`src/rtl/instr_decode_stage.sv`:
```
// Registered decode stage for the 16-bit ISA with a 2-entry skid buffer (output reg + skid reg).
// Decoded fields are derived from the raw word held in the output register.
module instr_decode_stage #(
   parameter int unsigned DATA_WIDTH = 16,
   parameter int unsigned CNT_W      = 16
) (
   input  logic                  clk,
   input  logic                  reset,
   input  logic                  flush,
   input  logic                  in_valid,
   output logic                  in_ready,
   input  logic [15:0]           in_instr,
   output logic                  out_valid,
   input  logic                  out_ready,
   output logic [7:0]            opcode,
   output logic [3:0]            rdest,
   output logic [3:0]            rsrc,
   output logic [DATA_WIDTH-1:0] imm,
   output logic                  imm_sel,
   output logic                  wEnable,
   output logic                  flags_we,
   output logic                  illegal,
   output logic [CNT_W-1:0]      issued_count
);

   logic             out_valid_q;
   logic [15:0]      out_instr_q;
   logic             skid_valid_q;
   logic [15:0]      skid_instr_q;
   logic [CNT_W-1:0] count_q;

   logic accept;
   logic pop;

   assign in_ready     = ~skid_valid_q;
   assign out_valid    = out_valid_q;
   assign issued_count = count_q;
   assign accept       = in_valid & in_ready;
   assign pop          = out_valid_q & out_ready;

   always_ff @(posedge clk or posedge reset) begin
      if (reset) begin
         out_valid_q  <= 1'b0;
         out_instr_q  <= '0;
         skid_valid_q <= 1'b0;
         skid_instr_q <= '0;
         count_q      <= '0;
      end else if (flush) begin
         out_valid_q  <= 1'b0;
         skid_valid_q <= 1'b0;
      end else begin
         if (pop) begin
            count_q <= count_q + 1'b1;
         end
         if (!out_valid_q || out_ready) begin
            // Output slot frees up: the older skid entry has priority over the input.
            if (skid_valid_q) begin
               out_instr_q  <= skid_instr_q;
               out_valid_q  <= 1'b1;
               skid_valid_q <= 1'b0;
            end else begin
               out_valid_q <= accept;
               if (accept) begin
                  out_instr_q <= in_instr;
               end
            end
         end else if (accept) begin
            skid_instr_q <= in_instr;
            skid_valid_q <= 1'b1;
         end
      end
   end

   logic [3:0] op;
   logic [3:0] ext;
   logic [7:0] imm8;

   assign op    = out_instr_q[15:12];
   assign ext   = out_instr_q[7:4];
   assign imm8  = out_instr_q[7:0];
   assign rdest = out_instr_q[11:8];
   assign rsrc  = out_instr_q[3:0];

   always_comb begin
      opcode   = {op, 4'h0};
      imm      = '0;
      imm_sel  = 1'b0;
      wEnable  = 1'b0;
      flags_we = 1'b0;
      illegal  = 1'b0;
      unique case (op)
         4'h0: begin
            opcode   = {op, ext};
            wEnable  = (ext != 4'hB) && (ext != 4'h0);
            flags_we = ext inside {4'h5, 4'h6, 4'h7, 4'h9, 4'hA, 4'hB, 4'hE};
         end
         4'h1, 4'h2, 4'h3, 4'h4: illegal = 1'b1;
         4'h5, 4'h7, 4'h9, 4'hA, 4'hE: begin
            imm_sel  = 1'b1;
            wEnable  = 1'b1;
            flags_we = 1'b1;
            imm      = DATA_WIDTH'($signed(imm8));
         end
         4'hB: begin
            imm_sel  = 1'b1;
            flags_we = 1'b1;
            imm      = DATA_WIDTH'($signed(imm8));
         end
         4'h6: begin
            imm_sel  = 1'b1;
            wEnable  = 1'b1;
            flags_we = 1'b1;
            imm      = DATA_WIDTH'(imm8);
         end
         4'hD: begin
            imm_sel = 1'b1;
            wEnable = 1'b1;
            imm     = DATA_WIDTH'(imm8);
         end
         4'h8, 4'hC, 4'hF: begin
            imm_sel = 1'b1;
            wEnable = 1'b1;
            imm     = DATA_WIDTH'(out_instr_q[3:0]);
         end
      endcase
   end

endmodule

```
`config.mk`:
```
export PLATFORM = sky130hd
export DESIGN_NAME = instr_decode_stage
export DESIGN_NICKNAME = d
export VERILOG_FILES = /design/src/rtl/instr_decode_stage.sv
export SDC_FILE = /design/constraint.sdc
export NUM_CORES = 1
export LEC_CHECK = 0
export ABC_AREA = 1
export CORE_MARGIN = 4
export CORE_UTILIZATION = 52
export CTS_CLUSTER_SIZE = 14
export DETAILED_ROUTE_END_ITERATION = 6
export HOLD_SLACK_MARGIN = 0.15
export PLACE_DENSITY = 0.84
export REMOVE_ABC_BUFFERS = 1
export SLEW_MARGIN = 20
export SYNTH_ARGS = -nofsm -noshare
export SYNTH_HDL_FRONTEND = slang
export SYNTH_SLANG_ARGS = --single-unit
export TNS_END_PERCENT = 100
```
`constraint.sdc`:
```
create_clock -name clk -period 3.1 [get_ports clk]
set_input_delay 0.775 -clock clk [delete_from_list [all_inputs] [get_ports clk]]
set_output_delay 0.775 -clock clk [all_outputs]
set_load 0.01 [all_outputs]
```
==> flow_metrics.env, run 1 <==
export IMPL_route_met2_wl_um=2750
export IMPL_rsz0062_at_grt="false"
export IMPL_slew_headroom_pct=59.0
export IMPL_viasPerCell=4.89
export IMPL_syn_area_um2=2770
export IMPL_layout_commonest_cell="nand2_1"
export IMPL_drv_slew=0
export IMPL_grt_antenna_before_repair=0
export IMPL_ys_ff_latch=50
export IMPL_outcome="completed"
export IMPL_critPathSlowestCell="clkdlybuf4s50_1"
export IMPL_cts_resized_gates=0
export IMPL_crit_path_start_kind="flop"
export IMPL_dp_slack_ns=0.689
export IMPL_yosysSeqAreaShare_pct=45.2
export IMPL_vias=2229
export IMPL_timing_reg2reg_setup_slack_ns=1.52
export IMPL_hold_path_class="reg2reg"
export IMPL_maxCapViolations=0
export IMPL_grt_usage_pct=18.7
export IMPL_crit_reg2reg_capture="skid_instr_q[7]$_DFFE_PP0P_"
export IMPL_p_per_area_nw_per_um2=552
export IMPL_endpoint_kind="output pin"
export IMPL_drt_iter0_markers=111
export IMPL_dieArea_um2=6560
export IMPL_detail_route_wl_per_cell_um=12.3
export IMPL_synth_main_ff_cell="dfrtp_1"
export IMPL_path_class="reg2out"
export IMPL_met3_length_um=373
export IMPL_hold_buffers=0
export IMPL_grt_pass1_wl_um=9610
export IMPL_place_congestion=0.792
export IMPL_clk_path_buf_depth=2
export IMPL_initial_core_util_pct=53.9
export IMPL_clk_pin_slew_ns=0.08
export IMPL_yosysWarnings=0
export IMPL_cts_sinks=50
export IMPL_core_um2=5140
export IMPL_grt_max_degree=51
export IMPL_leakagePower_nw=1.60
export IMPL_setup_viol=0
export IMPL_crit_arrival_ns=1.94
export IMPL_fin_hold_ws_ns=0.487
export IMPL_r2r_start="skid_valid_q$_DFFE_PP0P_"
export IMPL_fin_crit_sh_pct=87.5
export IMPL_synth_cells=328
export IMPL_fmax_mhz=369
export IMPL_htreeDepth=2
export IMPL_most_common_layout_cells="nand2_1, clkdlybuf4s50_1, dfrtp_1, inv_1, nor2_1"
export IMPL_grt_pass1_vias=2214
export IMPL_numCtsBuffers=5
export IMPL_synthDistinctLibCells=30
export IMPL_skew_ns=0.00392
export IMPL_ir_drop_uv=505
export IMPL_worstPathRequired_ns=2.32
export IMPL_portBuffers=74
export IMPL_synth_edff_count=0
export IMPL_top_layer_used="met4"
export IMPL_firstDrtPassIters=4
export IMPL_row_count=26
export IMPL_nNetsFinal=407
export IMPL_setup_ws_ns=0.388
export IMPL_cts_tree="built"
export IMPL_tightest_slew_ns=0.615
export IMPL_avgSynthCellArea_um2=8.44
export IMPL_hold_start="skid_instr_q[12]$_DFFE_PP0P_"
export IMPL_reg2reg_depth=5
export IMPL_min_to="skid_instr_q[12]$_DFFE_PP0P_"
export IMPL_async_flop_share_pct=100
export IMPL_clock_latency_ns=0.30
export IMPL_die_h_um=81.0
export IMPL_io_pins=75
export IMPL_die_x_um=81.0
export IMPL_drive_gt1_share_pct=12.4
export IMPL_hpwl_um=4270
export IMPL_n_antenna_cell=0
export IMPL_route_detailed_drc=0
export IMPL_hold_path_depth=2
export IMPL_slowest_delay_ns=0.54
export IMPL_path_cells="inv_1 > nand2_1 > nor2_1 > inv_1 > nor2_1 > clkdlybuf4s50_1"
export IMPL_drtAntennaViolNets=0
export IMPL_clockRootBuffer="clkbuf_8"
export IMPL_postCtsSetupRepairBufs=0
export IMPL_syn2layout_area_growth_pct=27.9
export IMPL_totalWireLength_um=5630
export IMPL_finalHoldViolCount=0
export IMPL_m1WireLength_um=2410
export IMPL_overflow=0
export IMPL_fin_setup_tns_ns=0
export IMPL_path_max_fanout=4
export IMPL_layout_min_cycle_time_ns=2.71
==> per-stage QoR <==
stage / total power, mW / instance area [um2] / std cells / util [%]
final: 1.95 / 3540 / 456 / 68.9
after global routing: 2.06 / 3540 / 456 / 68.9
after CTS: 1.98 / 3540 / 456 / 68.9
after detailed placement: 1.42 / 3400 / 448 / 66.1
after global placement: 1.40 / 3400 / 448 / 66.1
after floorplan: 1.13 / 2550 / 301 / -
==> metal layers <==
layer / GRT usage (%) / vias to the layer above
met5: 0 / -
met1: 21.5 / 1042
met4: 6.25 / 0
met2: 33.1 / 57
met3: 5.54 / 7
li1: - / 1123
==> registers in the layout, indices dropped and copies added (netlist names) <==
register	count
issued_count	16
out_instr_q	16
out_valid	1
skid_instr_q	16
skid_valid_q	1
==> Yosys cell counts (2+ instances only) <==
cell | instances | share of area [%]
o21ai_2 | 23 | 7.3
inv_1 | 42 | 5.7
buf_2 | 2 | 0.36
nor3_1 | 3 | 0.54
nand3_1 | 8 | 1.4
o21ai_0 | 19 | 3.4
buf_4 | 19 | 5.2
a21oi_1 | 2 | 0.36
buf_6 | 4 | 1.6
nand4_1 | 2 | 0.45
o21ai_1 | 5 | 0.90
xor2_1 | 3 | 0.95
nor2_4 | 3 | 1.2
o211ai_1 | 3 | 0.81
o211ai_2 | 4 | 1.8
nand3b_1 | 2 | 0.54
dfrtp_1 | 50 | 45
nand2_1 | 89 | 12
xnor2_1 | 6 | 1.9
nor2_1 | 29 | 3.9
==> critical path, delay by kind of cell, from the launching register on <==
kind          cells  cell delay [ns]
buf+inv           3             0.80
flops             1             0.41
simple gates      3             0.44
==> where the power goes <==
part           total [mW]  internal, mW  switching, mW
Sequential          0.844         0.761         0.0828
Clock               0.556         0.344          0.212
Combinational       0.555         0.291          0.263
==> worst max path at each step <==
stage / cells after the start / start / to
final: 6 / out_instr_q[12]$_DFFE_PP0P_ / opcode[0]
after global routing: 6 / out_instr_q[15]$_DFFE_PP0P_ / opcode[2]
after CTS: 6 / out_instr_q[12]$_DFFE_PP0P_ / wEnable
after detailed placement: 5 / flush / skid_instr_q[7]$_DFFE_PP0P_
after global placement: 5 / flush / skid_instr_q[0]$_DFFE_PP0P_
after floorplan: 4 / out_instr_q[12]$_DFFE_PP0P_ / imm[10]
==> logic make-up after synthesis <==
group,count (synthesis),share of synthesized area (%)
and+or+nand+nor,139,21.8
adders and majority gates,1,0.452
DFF,50,45.2
xor gates and xnor gates,9,2.85
muxes,1,0.407
AOI/OAI and AO/OA,58,15.5
buffers and inverters,70,13.8
==> final cells by class <==
class	instances	area, um2
Clock inverter	2	60.1
Fill cell	435	1600
Timing Repair Buffer	77	763
Sequential cell	50	1250
Clock buffer	6	82.6
Multi-Input combinational cell	208	1130
Inverter	43	161
Tap cell	70	87.6
Power figures use the tool's default switching activity.
==> run 2, diff against run 1 <==
- ABC_AREA: 1 -> not set
- ABC_CLOCK_PERIOD_IN_PS: not set -> 3100
- CORE_UTILIZATION: 52 -> 51
- PLACE_DENSITY: 0.84 -> 0.85
==> run 2 against run 1 <==
Against the previous run:
- maximum frequency is 6.7% lower
- critical path depth is 1 lower
- largest cell class unchanged
- sequential power is 3.2% higher
- first-iteration DRC count shrank 23%
- sequential share of layout area grew 2.5 points
- final cell count fell by 21%
- clock power decreased by 31%
- non-clock buffer count rose by 1
==> flow_metrics.env, run 2 <==
export IMPL_finalHoldViolCount=0
export IMPL_yosysTopAreaCellShare_pct=49.7
export IMPL_core_um2=4750
export IMPL_fin_crit_sh_pct=93.8
export IMPL_drt_iter0_markers=86
export IMPL_drive_gt1_share_pct=12.3
export IMPL_critPathBufInv=1
export IMPL_most_common_layout_cells="clkdlybuf4s50_1, dfrtp_1, nor2_1, a21oi_1"
export IMPL_synthDistinctLibCells=35
export IMPL_clockRootBuffer="clkbuf_8"
export IMPL_async_flop_share_pct=100
export IMPL_crit_path_start_kind="flop"
export IMPL_synth_edff_count=0
export IMPL_row_count=25
export IMPL_layout_commonest_cell="clkdlybuf4s50_1"
export IMPL_switching_share_pct=29.5
export IMPL_worstPathRequired_ns=2.32
export IMPL_fmax_mhz=344
export IMPL_setup_ws_ns=0.192
export IMPL_maxCapViolations=0
export IMPL_io_pins=75
export IMPL_clock_latency_ns=0.30
export IMPL_dieArea_um2=6130
export IMPL_numCtsBuffers=5
export IMPL_p_per_area_nw_per_um2=554
export IMPL_clk_pin_slew_ns=0.08
export IMPL_yosysSeqAreaShare_pct=49.7
export IMPL_synth_commonest_cells="dfrtp_1, nor2_1, buf_4"
export IMPL_nNetsFinal=314
export IMPL_totalWireLength_um=5040
export IMPL_path_max_fanout=9
export IMPL_grt_pass1_wl_um=8780
export IMPL_syn2layout_area_growth_pct=31.3
export IMPL_die_h_um=78.3
export IMPL_dp_cells=352
export IMPL_skew_ns=0.00676
export IMPL_p_switching_uw=540
export IMPL_slew_headroom_pct=64.6
export IMPL_cts_sinks=50
export IMPL_vias=1836
export IMPL_layout_min_cycle_time_ns=2.91
export IMPL_htreeDepth=2
export IMPL_die_x_um=78.3
export IMPL_n_antenna_cell=0
export IMPL_path_cells="nor2_1 > nor2b_1 > nor2_1 > nor2b_1 > clkdlybuf4s50_1"
export IMPL_synth_area_leaders="dfrtp_1, mux2_2, mux2i_1"
export IMPL_grt_pass1_vias=1892
export IMPL_place_congestion=0.844
export IMPL_critPathSlowestCell="clkdlybuf4s50_1"
export IMPL_grt_max_degree=33
export IMPL_synth_main_ff_cell="dfrtp_1"
export IMPL_postCtsSetupRepairBufs=0
export IMPL_place_area_um2=3210
export IMPL_slowest_delay_ns=0.51
export IMPL_hold_start="issued_count[15]$_DFFE_PP0P_"
export IMPL_endpoint_kind="output pin"
export IMPL_crit_arrival_ns=2.13
export IMPL_utilization_pct=69.6
export IMPL_initial_core_util_pct=53.0
export IMPL_avgSynthCellArea_um2=10.8
export IMPL_synth_top_area_cell="dfrtp_1"
export IMPL_design_area_um2=3310
export IMPL_yosysWarnings=0
export IMPL_crit_family="simple AND/OR/NAND/NOR gates"
export IMPL_grt_usage_pct=18.1
export IMPL_leakagePower_nw=1.36
export IMPL_cts_tree="built"
export IMPL_layoutNonFillerInstCount=360
export IMPL_path_class="reg2out"
export IMPL_viasPerCell=5.10
export IMPL_hpwl_um=3720
export IMPL_drv_slew=0
export IMPL_syn_area_um2=2520
export IMPL_internal_power_mw=1.29
export IMPL_firstDrtPassIters=4
export IMPL_outcome="completed"
export IMPL_setup_viol=0
export IMPL_clk_path_buf_depth=2
export IMPL_r2r_start="out_valid$_DFFE_PP0N_"
export IMPL_hold_path_class="reg2reg"
export IMPL_portBuffers=74
export IMPL_drtAntennaViolNets=0
export IMPL_power_frac_clock_pct=20.8
export IMPL_ir_drop_uv=461
export IMPL_tightest_slew_ns=0.530
export IMPL_route_detailed_drc=0
export IMPL_cts_resized_gates=0
export IMPL_dp_slack_ns=0.469
export IMPL_power_share_sequential_pct=47.6
export IMPL_overflow=0
export IMPL_ys_ff_latch=50
export IMPL_synth_cells=233
export IMPL_synth_most_common_cell="dfrtp_1"
export IMPL_rsz0062_at_grt="false"
export IMPL_grt_antenna_before_repair=0
export IMPL_critPathLaunch="out_instr_q[12]$_DFFE_PP0P_"
export IMPL_hold_buffers=0
export IMPL_detail_route_wl_per_cell_um=14.0
export IMPL_power_frac_comb_pct=31.6
[run 2: cell type report]
class,instances,area [um2]
flip-flops and latches,50,1250
fillers,372,1450
clock buffers,7,86.3
multi-input cells,152,1080
repair buffers,78,783
clock inverters,1,5.00
well taps,67,83.8
inverters,5,18.8
[run 2: kinds of logic (layout without fill, tap and decap cells)]
| group | Yosys count | after routing | share of synthesized area [%] |
|---|---|---|---|
| AND/OR/NAND/NOR | 78 | 78 | 17.2 |
| flip-flops | 50 | 50 | 49.7 |
| multiplexers | 32 | 32 | 13.5 |
| buffers and inverters | 31 | 91 | 7.85 |
| AO/OA/AOI/OAI | 25 | 25 | 5.71 |
| XOR/XNOR | 16 | 16 | 5.56 |
| adder cells (fa/ha/maj) | 1 | 1 | 0.497 |
[run 2: per-layer routing]
layer  share of wire, %  wire [um]  vias up  track usage, %
li1                   -          -      898               -
met1                 44       2230      871            22.7
met2                 49       2490       63            30.1
met3                5.8        291        4            5.16
met4               0.63         32        0            5.94
met5                  0          0        -               0
[run 2: worst reg2reg max path, cell delays in order, from the launching register on]
cell	delay (ns)
dfrtp_1	0.42
nor2b_1	0.31
nand3_2	0.42
mux2_2	0.42
[run 2: path summary, 6_finish.rpt]
| check | slack (ns) | to | depth (start not counted) |
|---|---|---|---|
| max in group asynchronous | 1.75 | out_instr_q[13]$_DFFE_PP0P_ | 3 |
| worst min register to register | 0.48 | issued_count[15]$_DFFE_PP0P_ | 1 |
| worst max-delay path | 0.19 | imm[1] | 5 |
| worst min-delay path | 0.48 | issued_count[15]$_DFFE_PP0P_ | 1 |
| min in group asynchronous | 0.83 | issued_count[14]$_DFFE_PP0P_ | 2 |
| worst max register to register | 1.42 | skid_instr_q[5]$_DFFE_PP0P_ | 3 |
[run 2: metrics by stage]
stage / TNS (ns) / total power, mW / hold slack (ns)
after floorplan: -1.24 / 1.13 / 0.479
after global placement: 0 / 1.44 / 0.465
after detailed placement: 0 / 1.47 / 0.469
after CTS: 0 / 1.85 / 0.485
after global routing: 0 / 1.95 / 0.510
final: 0 / 1.83 / 0.475
[run 2: power by group through the flow]
| stage | clock, mW | combinational [mW] | sequential, mW |
|---|---|---|---|
| 3_5_place_dp | 0 | 0.585 | 0.881 |
| 4_1_cts | 0.398 | 0.587 | 0.869 |
| 6_report | 0.381 | 0.578 | 0.871 |
| 2_1_floorplan | 0 | 0.247 | 0.885 |
| 3_3_place_gp | 0 | 0.571 | 0.873 |
| 5_1_grt | 0.424 | 0.636 | 0.888 |
